`src/rtl/prg_dma_loader.sv`:
```
// PRG loader: strips the 2-byte load-address header and writes the payload into a DMA window; PRG_CHECKSUM_EN adds a payload checksum.
// Latency 1 clk ioctl_wr -> dma_we; no backpressure, out-of-window bytes are dropped and flagged.
module prg_dma_loader #(
  parameter int          MEM_AW     = 14,
  parameter logic [15:0] MEM_BASE   = 16'h0000,
  parameter logic [7:0]  LOAD_INDEX = 8'h41
) (
  input  logic              clk,
  input  logic              reset_n,
  input  logic              ioctl_download,
  input  logic [7:0]        ioctl_index,
  input  logic              ioctl_wr,
  input  logic [24:0]       ioctl_addr,
  input  logic [7:0]        ioctl_dout,
  output logic [MEM_AW-1:0] dma_addr,
  output logic [7:0]        dma_din,
  output logic              dma_we,
  output logic [15:0]       load_addr,
  output logic [15:0]       end_addr,
  output logic              busy,
  output logic              done,
  output logic              err_range,
  output logic              err_short
`ifdef PRG_CHECKSUM_EN
  ,
  output logic [7:0]        checksum
`endif
);

  typedef enum logic [1:0] {IDLE, HDR, DATA} state_t;

  state_t      state, state_nxt;
  logic        dl_q;
  logic        first_wr;
  logic        start, stop;
  logic [15:0] tgt, tgt_inc, off;
  logic        in_win;
  logic        unused_addr_hi;

  assign start   = (state == IDLE) && ioctl_download && !dl_q && (ioctl_index == LOAD_INDEX);
  assign stop    = (state != IDLE) && !ioctl_download;
  // Target address wraps at 16 bits, so the upper file-offset bits never matter.
  assign tgt     = load_addr + ioctl_addr[15:0] - 16'd2;
  assign tgt_inc = tgt + 16'd1;
  assign off     = tgt - MEM_BASE;
  assign in_win  = {1'b0, off} < (17'd1 << MEM_AW);
  assign busy    = (state != IDLE);
  assign unused_addr_hi = &{1'b0, ioctl_addr[24:16]};

  always_ff @(posedge clk or negedge reset_n) begin
    if (!reset_n) state <= IDLE;
    else          state <= state_nxt;
  end

  always_comb begin
    state_nxt = state;
    case (state)
      IDLE: if (start) state_nxt = HDR;
      HDR: begin
        if (stop)                                   state_nxt = IDLE;
        else if (ioctl_wr && ioctl_addr == 25'd1)   state_nxt = DATA;
      end
      DATA: if (stop) state_nxt = IDLE;
      default: state_nxt = IDLE;
    endcase
  end

  always_ff @(posedge clk or negedge reset_n) begin
    if (!reset_n) begin
      dl_q      <= 1'b0;
      first_wr  <= 1'b0;
      dma_addr  <= '0;
      dma_din   <= '0;
      dma_we    <= 1'b0;
      load_addr <= '0;
      end_addr  <= '0;
      done      <= 1'b0;
      err_range <= 1'b0;
      err_short <= 1'b0;
`ifdef PRG_CHECKSUM_EN
      checksum  <= '0;
`endif
    end else begin
      dl_q   <= ioctl_download;
      dma_we <= 1'b0;
      done   <= stop;
      if (start) begin
        load_addr <= '0;
        end_addr  <= '0;
        err_range <= 1'b0;
        err_short <= 1'b0;
        first_wr  <= 1'b1;
`ifdef PRG_CHECKSUM_EN
        checksum  <= '0;
`endif
      end
      if (state == HDR && ioctl_wr) begin
        if (ioctl_addr == 25'd0) load_addr[7:0]  <= ioctl_dout;
        if (ioctl_addr == 25'd1) load_addr[15:8] <= ioctl_dout;
      end
      if (stop && state == HDR) err_short <= 1'b1;
      // A byte strobed in DATA is handled even if the download drops in the same cycle.
      if (state == DATA && ioctl_wr) begin
`ifdef PRG_CHECKSUM_EN
        checksum <= checksum + ioctl_dout;
`endif
        if (in_win) begin
          dma_we   <= 1'b1;
          dma_addr <= off[MEM_AW-1:0];
          dma_din  <= ioctl_dout;
          first_wr <= 1'b0;
          if (first_wr || tgt_inc > end_addr) end_addr <= tgt_inc;
        end else begin
          err_range <= 1'b1;
        end
      end
    end
  end

endmodule

```
`config.mk`:
```
export PLATFORM = sky130hd
export DESIGN_NAME = prg_dma_loader
export DESIGN_NICKNAME = d
export VERILOG_FILES = /design/src/rtl/prg_dma_loader.sv
export SDC_FILE = /design/constraint.sdc
export NUM_CORES = 1
export LEC_CHECK = 0
export BUFFER_PORTS_ARGS = -buffer_cell sky130_fd_sc_hd__buf_2
export CORE_MARGIN = 8
export CORE_UTILIZATION = 50
export CTS_BUF_LIST = sky130_fd_sc_hd__clkbuf_2 sky130_fd_sc_hd__clkbuf_4 sky130_fd_sc_hd__clkbuf_8
export DETAILED_ROUTE_END_ITERATION = 10
export GPL_TIMING_DRIVEN = 0
export MAX_ROUTING_LAYER = met4
export PLACE_DENSITY_LB_ADDON = 0.1
export SLEW_MARGIN = 30
export SYNTH_ARGS = -nofsm -noshare
export SYNTH_HDL_FRONTEND = slang
export SYNTH_SLANG_ARGS = --single-unit
export TNS_END_PERCENT = 50
```
`constraint.sdc`:
```
create_clock -name clk -period 6 [get_ports clk]
set_input_delay 0.6 -clock clk [delete_from_list [all_inputs] [get_ports clk]]
set_output_delay 0.6 -clock clk [all_outputs]
set_load 0.03 [all_outputs]
```
== Word level (Yosys, flattened, before mapping) ==
Cells that the tools add are included.
Storage, ports and cells
  input bits: 45
  output and inout port bits: 59
  bits in registers: 62
Cells by class
  $add $sub $neg: 3
  $lt $le $gt $ge: 2
  muxes and demuxes: 23
  eq/ne operators: 7
  reductions and logical operators: 17
Operators with widths (number)
  16-bit 2-to-1 mux: 6
  25-bit by 1-bit == test with 1-bit output (second input constant): 1
  25-bit logical NOT: 1
  16-bit by 1-bit adder with 16-bit output (second input constant): 1
  16-bit adder: 1
  16-bit > comparator: 1
  16-bit by 15-bit < comparator with 1-bit output (second input constant): 1
  8-bit 2-to-1 mux: 2
  16-bit by 2-bit subtractor with 16-bit output (second input constant): 1
  1-bit 2-to-1 mux: 10
  8-bit by 7-bit == test with 1-bit output (second input constant): 1
  1-bit logical AND: 8
  2-bit 2-to-1 mux: 4
  2-bit one-hot mux with 3 select lines: 1
  2-bit inequality test (second input constant): 2
  2-bit nonzero test: 2
  3-bit inequality test (second input constant): 1
  3-bit AND reduction: 1
  2-bit by 1-bit == test with 1-bit output (second input constant): 1
  2-bit == test (second input constant): 1
  1-bit logical NOT: 2
  2-bit logical NOT: 1
  2-bit AND reduction: 1
  1-bit logical OR: 1

== Longest topological paths before layout ==
  word-level depth: 8
  gate-level depth with buffers: 23
  gate-level depth less buffers: 22

== Worst setup path after synthesis ==
Ideal clock, no wire load.
  kind: input to register
  start point: input port ioctl_addr[1]
  end point: register end_addr[10]
  path buffers: 1
  arrival: 4.821 ns
  cell stages on the path: 23
  data required time: 5.873 ns
  setup slack: 1.051 ns
  setup time: 0.127 ns
  cells stage by stage: inv_1 ha_1 inv_1 ha_1 inv_1 fa_1 and2b_1 o2111ai_1 and4_1 o32ai_1 and4_1 and3_1 nand4_1 xnor2_1 ha_1 and3_1 nand4_1 nor2_1 o21ai_0 o211ai_1 o211ai_4 buf_6 mux2_1
On the way
  cells in the longest elaborated chain, start to end: 8
  elaborated cells on any way between the ends: 9
Ends and longest elaborated chain
  start, declared: line 13  | input logic [24:0] ioctl_addr,
  16-bit adder *: line 43  | assign tgt = load_addr + ioctl_addr[15:0] - 16'd2;
  16-bit by 2-bit subtractor with 16-bit output *: line 43
  16-bit by 1-bit adder with 16-bit output: line 44  | assign tgt_inc = tgt + 16'd1;
  16-bit > comparator: line 112  | if (first_wr || tgt_inc > end_addr) end_addr <= tgt_inc;
  1-bit logical OR: line 112
  16-bit 2-to-1 mux: line 112
  16-bit 2-to-1 mux *: line 107  | if (in_win) begin
  16-bit 2-to-1 mux *: line 103  | if (state == DATA && ioctl_wr) begin
  end signal, assigned: line 112
  end, declared: line 19  | output logic [15:0] end_addr,
Every way passes the cells marked *; elsewhere a longest branch is shown, timed or not.
A chain may end at the register's enable or synchronous reset.

== Final worst setup path ==
  start point: register load_addr[1]
  end point: register end_addr[11]
On the way
  cells in the longest elaborated chain, start to end: 8
  elaborated cells on any way between the ends: 9
Ends and longest elaborated chain
  start, declared: line 18  | output logic [15:0] load_addr,
  start signal, assigned: line 98  | if (ioctl_addr == 25'd0) load_addr[7:0] <= ioctl_dout;
  16-bit adder *: line 43
  16-bit by 2-bit subtractor with 16-bit output *: line 43
  16-bit by 1-bit adder with 16-bit output: line 44
  16-bit > comparator: line 112
  1-bit logical OR: line 112
  16-bit 2-to-1 mux: line 112
  16-bit 2-to-1 mux *: line 107
  16-bit 2-to-1 mux *: line 103
Marked as above.

==> impl_metrics.py <==
metrics = {
    "run_status": {
        "status": "finished, final reports clean",
    },
    "clock_tree": {
        "cts_buffers": 9,
        "cts_setup_buffers": 0,
        "htree_levels": 3,
        "cts_repair_resize_count": 0,
        "clk_pin_slew_ps": 80,
        "cts.sinks": 62,
        "clk-insertion-delay-late_ps": 340,
        "cts_tree": "done",
        "cts_hold_buf": 0,
        "cts_buffer_depth": 2,
        "cts_root_buf": "clkbuf_8",
    },
    "synthesis": {
        "synth_nets": 581,
        "yosys.area.top_type": "dfrtp_1",
        "synth_edf_count": 0,
        "synth.top_cells.by_area": "dfrtp_1 35%, ha_1 13%, inv_1 6.8%",
        "ys_warn_count": 0,
        "synth-async-reset-ratio_pct": 100,
        "ys.flop_type": "dfrtp_1",
        "ys_seq_area_share_pct": 35.4,
        "ys_ff_latch": 62,
        "synth_area_um2": 4390,
        "postSynthCellCount": 489,
        "synth_top_cell_area_share_pct": 35.4,
        "syn_area_per_cell_um2": 8.97,
        "synthDistinctLibCells": 49,
    },
    "route": {
        "finalWirelength_um": 11600,
        "viasPerCell": 5.31,
        "first_pass_iters": 5,
        "drtIter0Drc": 129,
        "drc": 0,
        "vias": 3810,
        "ant_nets": 0,
        "wl_per_cell_um": 16.1,
    },
    "critical_path": {
        "crit_arrival_ps": 5650,
        "critical_path_required_ps": 6220,
        "critPathKind": "register to register",
        "cp_max_fo": 10,
        "critPathLaunchType": "register",
        "endpoint_kind": "register",
        "r2r_cells": 23,
    },
    "placement": {
        "io_buffers": 103,
        "dpl-instance-area_um2": 5060,
        "place_congestion": 0.865,
        "dp_hpwl_um": 9510,
        "preCtsSetupSlack_ps": 249,
        "place_inst": 701,
    },
    "final_layout": {
        "layout_common_cells": "107 x buf_2, 80 x inv_1, 62 x dfrtp_1",
        "drive_gt1_share_pct": 26.3,
        "final_cell_area_um2": 5270,
        "stdcell_count": 717,
        "fin_nets": 696,
        "area_growth_syn_to_layout_pct": 20.0,
        "postLayoutCoreUtil_pct": 61.0,
        "final_common_cell": "buf_2",
        "antenna_cells": 0,
    },
    "power_and_ir_drop": {
        "intPower_mw": 1.01,
        "combPwrFrac_pct": 44.1,
        "switchingPower_uw": 725,
        "leakage_nw": 2.74,
        "p_sw_share_pct": 41.9,
        "power_density_nw_per_um2": 329,
        "seq_power_share_pct": 33.4,
        "clkPwrFrac_pct": 22.4,
        "ir_worst_vdd_uv": 179,
    },
    "global_routing": {
        "antenna_found_initial": 0,
        "grt_overflow": 0,
        "track_usage_pct": 20.6,
        "grt_first_pass_wirelength_um": 18900,
        "grt_pass1_vias": 3990,
        "grt_max_degree": 38,
    },
    "timing": {
        "fin_tns_setup_ps": 0,
        "fin_crit_sh_pct": 90.6,
        "fin_crit_ps": 5440,
        "setup_violations": 0,
        "tightest_slew_ps": 764,
        "slew_violations": 0,
        "fin_ws_ps": 565,
        "skew_ps": 9.59,
        "slew_headroom_pct": 48.7,
        "fmax_mhz": 184,
        "hold_viol_final": 0,
        "rsz0062_at_grt": "no",
    },
    "die": {
        "core_um2": 8640,
        "pin_count": 104,
        "die_area_um2": 12000,
        "start_util_pct": 50.8,
        "die_w_um": 110,
        "rows": 34,
        "die_y_um": 110,
    },
    "min_path": {
        "hold_class": "input pin to asynchronous set/reset pin",
    },
    "job": {
        "maxCapViolCount": 0,
    },
}
-- area by class of cell --
| type | instances | area (um2) |
|---|---|---|
| Fill cell | 779 | 3370 |
| Multi-Input combinational cell | 331 | 2460 |
| Sequential cell | 62 | 1550 |
| Timing Repair Buffer | 104 | 538 |
| Inverter | 80 | 300 |
| Clock buffer | 10 | 138 |
| Tap cell | 108 | 135 |
| Buffer | 16 | 73.8 |
| Clock inverter | 6 | 68.8 |
-- registers in the layout, summed over array words and instances, names as in the netlist --
register   flops
load_addr     16
err_short      1
dl_q           1
dma_addr      14
end_addr      16
state          2
done           1
first_wr       1
dma_din        8
dma_we         1
err_range      1
-- cells by family after synthesis --
logic type / count (synthesis) / synth area share (%)
compound gates: 89 / 12.9
xor+xnor: 24 / 4.79
fa+ha+maj: 47 / 13.6
buf+inv: 96 / 8.53
flops: 62 / 35.4
mux: 37 / 9.44
simple gates: 134 / 15.4
-- per-stage QoR --
stage | hold slack (ps) | power [mW]
floorplan | 304 | 1.13
global placement | 464 | 1.33
detailed placement | 466 | 1.36
CTS | 169 | 1.75
global route | 174 | 1.85
finish | 160 | 1.73
-- worst max-delay path: stages (launching register included) --
cell       delay [ps]
dfrtp_1           380
inv_1              50
ha_1              270
inv_1              60
ha_1              170
inv_1              60
fa_1              390
and2b_1           260
o2111ai_1         180
and4_1            250
o32ai_1           580
and4_1            360
and3_1            200
nand4_1           100
xnor2_1           160
ha_1              320
and3_1            190
nand4_1           140
nor2_1             70
o21ai_0            80
o211ai_1          160
o211ai_4          320
buf_6             220
mux2_1            340
-- power groups by stage --
stage / clock network (mW) / registers, mW / logic, mW
after floorplan: 0 / 0.779 / 0.346
final: 0.389 / 0.579 / 0.764
after CTS: 0.395 / 0.581 / 0.774
after global placement: 0 / 0.582 / 0.751
after detailed placement: 0 / 0.589 / 0.770
after global routing: 0.414 / 0.592 / 0.840
-- per-layer routing --
layer  part of all wire (%)  track usage [%]  vias up
met5                      0                -        -
met4                    1.1             5.98        0
met3                    4.9             3.69       13
met2                     49             34.3       96
met1                     45             24.9     1799
li1                       -                -     1902
-- synth_stat cells, types with 2 or more instances --
cell type,count
and2_1,7
a311oi_1,2
nand4_1,8
nor4b_1,2
mux2_1,5
and3_1,8
or2_2,2
xnor2_1,16
o21a_1,4
a211oi_1,3
nor2b_1,5
a21o_1,5
nand3b_1,2
clkbuf_1,10
nor2_1,19
nand3_1,10
ha_1,46
mux2i_1,5
buf_2,5
dfrtp_1,62
nor4_1,7
a21oi_1,18
and4_1,4
a31oi_1,14
a31o_2,2
nor3_1,7
o21ai_0,27
o2111ai_1,2
o211ai_1,2
xor2_1,8
mux2_2,26
inv_1,80
nand2_1,50
-- worst paths after layout --
kind / start / endpoint / slack [ps]
worst max-delay path: load_addr[1]$_DFF_PN0_ / end_addr[11]$_DFF_PN0_ / 560
worst min-delay path: reset_n / dma_we$_DFF_PN0_ / 160
worst max register to register: load_addr[1]$_DFF_PN0_ / end_addr[11]$_DFF_PN0_ / 560
worst min register to register: err_short$_DFFE_PN0P_ / err_short$_DFFE_PN0P_ / 490
max in group asynchronous: reset_n / end_addr[14]$_DFF_PN0_ / 5320
min in group clk: ioctl_download / dl_q$_DFF_PN0_ / 430
Power figures use the tool's default switching activity.
